$ cat config.mk
export PLATFORM = sky130hd
export DESIGN_NAME = rep3_tx
export DESIGN_NICKNAME = d
export VERILOG_FILES = /design/src/rtl/rep3_pkg.sv /design/src/rtl/rep3_sym_counter.sv /design/src/rtl/rep3_tx.sv
export SDC_FILE = /design/constraint.sdc
export NUM_CORES = 1
export LEC_CHECK = 0
export CORE_MARGIN = 2
export CORE_UTILIZATION = 47
export DETAILED_ROUTE_END_ITERATION = 12
export HOLD_SLACK_MARGIN = 0.06
export PLACE_DENSITY = 0.81
export SETUP_SLACK_MARGIN = 0.15
export SYNTH_ARGS = -nofsm -noshare
export SYNTH_HDL_FRONTEND = slang
export SYNTH_SLANG_ARGS = --single-unit
$ cat constraint.sdc
create_clock -name clk -period 2.8 [get_ports clk]
set_input_delay 0.84 -clock clk [delete_from_list [all_inputs] [get_ports clk]]
set_output_delay 0.84 -clock clk [all_outputs]
set_load 0.01 [all_outputs]
$ cat src/rtl/rep3_pkg.sv
// rtl/rep3_pkg.sv - shared state type and repetition factor for the rep3 serial link
package rep3_pkg;

  typedef enum logic {IDLE, SEND} rep3_state_t;

  // Also used by the receiver-side voter wrapper; both ends must agree.
  localparam int REP_COUNT = 3;

endpackage

$ cat src/rtl/rep3_sym_counter.sv
// rtl/rep3_sym_counter.sv - modulo-3 sample counter with enable, clear and last_rep flag
module rep3_sym_counter
  import rep3_pkg::*;
(
  input  logic       clk,
  input  logic       rst,
  input  logic       en,
  input  logic       clr,
  output logic [1:0] count,
  output logic       last_rep
);

  assign last_rep = (count == 2'(REP_COUNT - 1));

  always_ff @(posedge clk or posedge rst) begin
    if (rst) begin
      count <= '0;
    end else if (clr) begin
      count <= '0;
    end else if (en) begin
      count <= last_rep ? 2'd0 : count + 2'd1;
    end
  end

endmodule

$ cat src/rtl/rep3_tx.sv
// rtl/rep3_tx.sv - triple-repetition LSB-first serial transmitter with valid/ready word input
// Optional even-parity bit appended after the MSB when REP3_TX_PARITY_EN is defined.
module rep3_tx
  import rep3_pkg::*;
#(
  parameter int WIDTH = 8
) (
  input  logic             clk,
  input  logic             rst,
  input  logic [WIDTH-1:0] data_in,
  input  logic             valid_in,
  output logic             ready_out,
  output logic             tx_out,
  output logic             tx_valid,
  output logic             done
);

`ifdef REP3_TX_PARITY_EN
  localparam int FRAME_BITS = WIDTH + 1;
`else
  localparam int FRAME_BITS = WIDTH;
`endif
  localparam int BW = $clog2(WIDTH + 1);
  localparam logic [BW-1:0] LAST_BIT = BW'(FRAME_BITS - 1);

  rep3_state_t           state, state_n;
  logic [FRAME_BITS-1:0] shreg, shreg_n;
  logic [BW-1:0]         bit_cnt, bit_cnt_n;
  logic [1:0]            rep_cnt;
  logic                  last_rep;
  logic                  sending;
  logic                  frame_end;
  logic                  accept;

  assign sending   = (state == SEND);
  // Last sample of the last bit: frame closes here and a new word may be taken.
  assign frame_end = sending && (bit_cnt == LAST_BIT) && (rep_cnt == 2'd2);
  assign ready_out = (state == IDLE) || frame_end;
  assign accept    = valid_in && ready_out;

  rep3_sym_counter u_rep_cnt (
    .clk      (clk),
    .rst      (rst),
    .en       (sending),
    .clr      (accept),
    .count    (rep_cnt),
    .last_rep (last_rep)
  );

  always_ff @(posedge clk or posedge rst) begin
    if (rst) begin
      state <= IDLE;
    end else begin
      state <= state_n;
    end
  end

  always_comb begin
    state_n   = state;
    shreg_n   = shreg;
    bit_cnt_n = bit_cnt;
    if (accept) begin
      state_n   = SEND;
      bit_cnt_n = '0;
`ifdef REP3_TX_PARITY_EN
      shreg_n   = {^data_in, data_in};
`else
      shreg_n   = data_in;
`endif
    end else if (sending && last_rep) begin
      shreg_n = shreg >> 1;
      if (frame_end) begin
        state_n   = IDLE;
        bit_cnt_n = '0;
      end else begin
        bit_cnt_n = bit_cnt + BW'(1);
      end
    end
  end

  // Outputs are registered from next-state values so a word accepted at an
  // edge puts its first sample on the line right after that same edge.
  always_ff @(posedge clk or posedge rst) begin
    if (rst) begin
      shreg    <= '0;
      bit_cnt  <= '0;
      tx_out   <= 1'b0;
      tx_valid <= 1'b0;
      done     <= 1'b0;
    end else begin
      shreg    <= shreg_n;
      bit_cnt  <= bit_cnt_n;
      tx_out   <= (state_n == SEND) && shreg_n[0];
      tx_valid <= (state_n == SEND);
      done     <= frame_end;
    end
  end

endmodule

# After elaboration in Yosys (flattened, before gate mapping)
# Index checks and enable logic that the tools add are counted.
dict set report classes {
  n_addsub 2
  eq_ne 2
  mux 11
  bitwise 1
  reduce_logical 8
}
# op n
set op_table {}
lappend op_table {{$mux W8} 2}
lappend op_table {{$mux W4} 3}
lappend op_table {{$mux W2} 3}
lappend op_table {{$logic_and A1 B1 Y1} 5}
lappend op_table {{$add A4 B1 Y4 const B} 1}
lappend op_table {{$eq A4 B3 Y1 const B} 1}
lappend op_table {{$reduce_bool A2 Y1} 2}
lappend op_table {{$mux W1} 3}
lappend op_table {{$add A2 B1 Y2 const B} 1}
lappend op_table {{$eq A2 B2 Y1 const B} 1}
lappend op_table {{$logic_or A1 B1 Y1} 1}
lappend op_table {{$not A1 Y1} 1}
dict set report word_totals {
  output_inout_bits 4
  input_bits 11
  reg_bits 17
}

# Longest topological paths before layout
# Gate-level depths: netlist (run 1).
dict set report depth {
  depth_word 7
  mapped_depth 5
}

# Cells and area by module
# A second synthesis (run 1) with hierarchy kept.
dict set report hier_totals {
  hier_cells 76
  hier_area_um2 930.9
}
# module area_per_inst_um2 n_inst seq_area_each_um2 cells_per_inst
set modules_own_cells {}
lappend modules_own_cells {rep3_tx 830.8 1 375.4 66}
lappend modules_own_cells {rep3_sym_counter 100.1 1 50.0 10}

# Worst setup path before layout (run 1)
# No wires, ideal clock.
dict set report synth_path {
  path_kind {reg2out}
  from {register bit_cnt[0]}
  to {output port ready_out}
  arrival_ns 1.035
  required_time_ns 1.960
  setup_slack_ns 0.925
  path_stages_with_launch 4
  cell_sequence {dfrtp_1 -> ha_1 -> and3b_1 -> a21bo_2}
}
dict set report synth_between {
  elab_chain_cells 4
}
# item line
set synth_rtl {}
lappend synth_rtl {{from (decl)} rep3_tx.sv:28} ;# logic [BW-1:0] bit_cnt, bit_cnt_n;
lappend synth_rtl {{from (signal assigned)} rep3_tx.sv:92} ;# bit_cnt <= bit_cnt_n;
lappend synth_rtl {{$eq A4 B3 Y1} rep3_tx.sv:37} ;# assign frame_end = sending && (bit_cnt == LAST_BIT) && (rep_cnt == 2'd2);
lappend synth_rtl {{$logic_and A1 B1 Y1 (2 in series)} rep3_tx.sv:37}
lappend synth_rtl {{$logic_or A1 B1 Y1} rep3_tx.sv:38} ;# assign ready_out = (state == IDLE) || frame_end;
lappend synth_rtl {{to (decl)} rep3_tx.sv:12} ;# output logic ready_out,
# No other way between the ends.

# Worst setup path in the final report (run 1)
# Ends and elaborated chain as after synthesis.

==> metrics, run 1 <==
Pwr per Cell Area ~860 mW/mm2; DRT iter0 DRCs 5; Layout area overhead 20.0%; row cnt 15; YS warnings 0; CTS Buffer Depth 2; top-count cell post-synth dfrtp_1; r2r worst-path depth 4; Worst Path Arrival about 1700 ps; GRT overflow 0; die extent in x around 47 um; CP endpoint kind output port; Critical Path Start Type register; worst setup margin between 200 and 300 ps; Post-Syn Area approximately 880 um2; cells after synthesis between 60 and 70; Setup TNS 0 ps; Placed Cells 103; core area around 0.0017 mm2; clock root buffer clkbuf_4; RSZ-0062 raised after global routing false; Antenna Nets Post-Route 0; Max VDD drop 408 uV; IO buf count 14; largest net degree at the start of global routing 18; register bit count reported by yosys 17; number of synthesized flops with an enable pin 0; WL/cell approximately 12 um; initial antenna violation count 0; Initial Utilization 50.6%; top cell type's share of synthesized area 48.2%; worst min path class register to register; Max Slew Vio Count 0; FMAX ~400 MHz; largest cells by area after synthesis dfrtp_1 (48%), mux2_4 (10%), mux2_2 (7.6%); routed vias 550; Worst Path Buf+Inv 1; Final Skew about 1 ps; min cycle time layout 2510 ps; number of placed I/O pins 15; slowest CP cell dfrtp_1; first-pass GRT wire length around 2300 um; Reg-to-Reg Start bit_cnt[0]; die area 0.00224 mm2; DRT Pass-1 Iters 4; Primary FF master, synth dfrtp_1; final worst path period share 89.5%; Critical path origin bit_cnt[0]; GP Congestion 0.733; FFs w/ async S/R, synth 100%; final setup vio count 0; TritonCTS clock tree done; Chip Height approximately 47 um; number of global-route vias before repair 520; Avg Inst Size Synth around 13 um2; syn nets between 70 and 80; worst reg2reg setup slack roughly 1000 ps; Data required, critical path 1960 ps; H-tree depth 1; DRC viols 0; CP delay by family, top flip-flops; Core Util, Final around three fifths; crit path kind register to output port; crit-path max cell delay ~400 ps; # nets final 96; Worst setup endpoint ready_out; clock buffer count from CTS 3; Clk Latency, worst-skew pair between 200 and 300 ps; CP cell instances ha_1, and3b_2, a21bo_2, dlygate4sd2_1; sequential fraction of the synthesis area 48.2%; Vias/cell 5.09; clock slew at reported path FFs approximately 100 ps; worst relative slew slack about three fifths; area leader, netlist dfrtp_1; Fin. Hold Viols 0; status finished, final reports clean; static leakage 0.530 nW; critical path depth 4; worst r2r dst shreg[1]; share of layout cells above drive strength 1 between 20% and 30%; Pwr Total just over 900 uW; most common library cells after synthesis dfrtp_1 (17), mux2_2 (6), mux2_4 (6); worst slew pin tran a little over 600 ps; max-capacitance violation count 0; diode count 0; Synth cell types 31; DP Wirelength approximately 990 um; critical path peak fanout 4; GRT Total Usage between 15 and 20%; clock sink count 17; final wirelength roughly 1300 um; dpl ws 287 ps; Finished Layout Cells roughly 110
[flip-flops by register name, indices dropped and copies added, names as in the netlist]
name	count
u_rep_cnt.count	2
done	1
bit_cnt	4
shreg	8
tx_out	1
tx_valid	1
[what timing repair did]
action / in CTS / in global routing
endpoints found under the hold margin: 0 / 0
hold buffers: 0 / 0
resized for setup: 2 / 0
buffers inserted: 1 / 0
setup endpoints to repair: 1 / 0
[report_power, final]
part	switching [mW]	total [mW]	internal, mW
combinational	0.133	0.361	0.228
sequential	0.0737	0.417	0.343
clock	0.0756	0.129	0.0531
[cell usage in the layout, fill, tap and decap left out, drive strengths merged, types with 2 or more instances in the layout]
cell           instances
clkdlybuf4s50         13
dfrtp                 17
clkbuf                 3
nand2                  3
a21oi                  2
mux2                  12
mux2i                  4
inv                    3
o22ai                  2
and2b                  2
[through the flow]
| step | hold slack [ps] | instance area, um2 |
|---|---|---|
| after floorplan | 503 | 883 |
| after detailed placement | 531 | 1020 |
| after global placement | 515 | 1020 |
| after global routing | 577 | 1060 |
| after CTS | 545 | 1060 |
| final | 536 | 1060 |
[metal layers]
layer  wire [um]  share of wire (%)  track usage (%)  up-vias
met1         617                 46             21.5      268
met4          10               0.74             7.78        0
met2         677                 50             22.4       12
li1            -                  -                -      268
met3          42                3.1             2.69        2
met5           0                  0                0        -
[area by class of cell]
cell class	instances	area (um2)
clock inverters	1	5.00
repair buffers	15	146
multi-input cells	44	418
well taps	25	31.3
clock buffers	3	22.5
flip-flops and latches	17	425
fillers	143	686
inverters	3	11.3
[how the worst min path moves through the flow]
stage | slack [ps] | start | end | cells after the start
final | 540 | shreg[7] | shreg[7] | 2
after detailed placement | 530 | shreg[7] | shreg[7] | 2
after global routing | 580 | shreg[7] | shreg[7] | 2
after global placement | 520 | shreg[7] | shreg[7] | 2
after floorplan | 500 | shreg[7] | shreg[7] | 2
after CTS | 540 | shreg[7] | shreg[7] | 2
[worst register-to-register path: stages, from the launching register on]
cell and delay (ps):
dfrtp_1 400, ha_1 230, and3b_2 250, a31oi_4 390, mux2_2 390
[cells by family (layout without fill, tap and decap cells)]
group / after synthesis / in the layout / share of synthesized area, %
AND/OR/NAND/NOR: 17 / 17 / 13.6
XOR/XNOR: 1 / 1 / 0.992
adder cells (fa/ha/maj): 1 / 1 / 1.42
multiplexers: 16 / 16 / 22.4
AO/OA/AOI/OAI: 9 / 9 / 8.78
buffers and inverters: 6 / 22 / 4.67
flip-flops: 17 / 17 / 48.2
Note: power is estimated with default switching activity, not from simulation.
==> run 2: changes to the inputs <==
Settings changed: CTS_BUF_LIST set to sky130_fd_sc_hd__clkbuf_4 sky130_fd_sc_hd__clkbuf_8 sky130_fd_sc_hd__clkbuf_16.
==> results of run 2 <==
Same layout as run 1: the final DEF is identical, and so are final timing and power.
==> run 3: changes to the inputs <==
Clock period 2.8 ns to 2.45 ns, I/O delays scaled along.
==> run 3 against run 2 <==
  * Largest power group unchanged
  * Die area did not move
  * Flip-flop and latch count is the same
  * Cell count increased by 5.6%
  * Worst setup slack got worse by 18 ps
  * Global-route usage increased by 2.9 points
  * First-iteration DRC count rose by 100%
==> metrics, run 3 (same netlist as run 1, synthesis figures left out) <==
die extent in x 47.4 um; worst relative slew slack between 50% and 60%; worst min path class register to register; clock buffer count from CTS 3; Max VDD drop ~600 uV; Setup TNS 0 ps; max-capacitance violation count 0; DRT iter0 DRCs 10; Pwr per Cell Area 971 mW/mm2; initial antenna violation count 0; final setup vio count 0; largest net degree at the start of global routing 18; status finished, final reports clean; # hold bufs at CTS 0; CP endpoint kind output port; die area 0.00224 mm2; Clk Latency, worst-skew pair around 290 ps; Chip Height 47.4 um; Fin. Hold Viols 0; DRT Pass-1 Iters 4; leading cell types in the layout, fill and taps excluded dfrtp_1 (17), clkdlybuf4s50_1 (13), buf_4 (7); Critical Path Start Type register; min cycle time layout approximately 2200 ps; FMAX between 400 and 500 MHz; Antenna Nets Post-Route 0; core area 0.00175 mm2; Final Cell Area about 0.0011 mm2; worst slew pin tran approximately 650 ps; CTS Buffer Depth 2; Finished Layout Cells between 100 and 150; biggest registers after layout shreg x8, bit_cnt x4, u_rep_cnt.count x2; # nets final approximately 100; Core Util, Final a little under two thirds; Initial Utilization about half; routed vias 604; row cnt 15; clock slew at reported path FFs ~100 ps; max reg flops 8; Data required, critical path roughly 1700 ps; IO buf count 14; Final Skew between 2 and 2.5 ps; clock sink count 17; WL/cell between 10 and 15 um; GP Congestion between 0.6 and 0.7; number of global-route vias before repair 620; clock root buffer clkbuf_4; number of placed I/O pins 15; diode count 0; DP Wirelength 1080 um; Largest Register shreg; critical path peak fanout 3; Max Slew Vio Count 0; RSZ-0062 raised after global routing false; Placed Cells 106; GRT overflow 0; gr busiest metal met2; static leakage 0.554 nW; final wirelength between 1500 and 2000 um; most common cell after layout, fill and taps aside dfrtp_1; Layout area overhead 25.2%; Vias/cell between 5 and 6; DRC viols 0; met2 GRT Util roughly 30%; crit path kind register to output port; final worst path period share 88.7%; TritonCTS clock tree done; first-pass GRT wire length about 2800 um; Worst Path Arrival around 1400 ps; post-place instance area between 0.001 and 0.0015 mm2; GRT Total Usage between 10% and 20%; met1 usage about a quarter; H-tree depth 1; met3 global-route usage between 2 and 2.5%; share of layout cells above drive strength 1 33.7%
## run 3: changes by cell type in the layout (fill, tap and decap cells not counted)
| cell | change |
|---|---|
| ha_2 | +1 |
| clkbuf_4 | +1 |
| clkbuf_2 | +1 |
| dlygate4sd2_1 | -1 |
| buf_4 | +6 |
| ha_1 | -1 |
| clkinv_2 | -1 |
## run 3: layout make-up
type,instances,area (um2)
Clock buffer,4,30.0
Fill cell,137,639
Inverter,3,11.3
Multi-Input combinational cell,44,420
Sequential cell,17,425
Tap cell,25,31.3
Timing Repair Buffer,21,188
## run 3: final timing paths
kind | cells after the start | end | startpoint | slack (ps)
hold reg to reg | 2 | shreg[7] | shreg[7] | 550
hold / removal | 2 | shreg[7] | shreg[7] | 550
setup reg to reg | 5 | shreg[2] | bit_cnt[0] | 640
min in group asynchronous | 2 | bit_cnt[3] | rst | 820
setup / recovery | 4 | ready_out | bit_cnt[0] | 280
max in group asynchronous | 2 | shreg[1] | rst | 1210
## run 3: worst max-delay path, cell delays in order, from the launching register on
cell      delay (ps)
dfrtp_1          400
ha_2             200
and3b_2          210
a21bo_2          210
clkbuf_2         130
## run 3: where the power goes
| group | leakage, nW | total [mW] | switching (mW) | internal, mW |
|---|---|---|---|---|
| Combinational | 0.318 | 0.447 | 0.170 | 0.277 |
| Sequential | 0.217 | 0.466 | 0.0814 | 0.385 |
| Clock | 0.0184 | 0.160 | 0.0859 | 0.0744 |
## run 3: metal layers
layer / vias up / part of all wire (%)
met5: - / 0
met4: 0 / 1.2
met3: 2 / 3.8
met2: 16 / 50
met1: 303 / 45
li1: 283 / -
## run 3: repair_timing
item                                    CTS  global route
buffers inserted                          3             1
resized for setup                         4             1
cloned                                    0             0
endpoints found under the setup margin    1             1
pin swaps                                 0             0
## run 3: per-stage QoR
step / setup slack (ps) / total power [mW] / hold slack [ps]
after floorplan: 680 / 0.802 / 503
after global placement: 196 / 0.868 / 513
after detailed placement: 160 / 0.894 / 548
after CTS: 189 / 1.06 / 559
after global routing: 230 / 1.15 / 603
final: 277 / 1.07 / 550
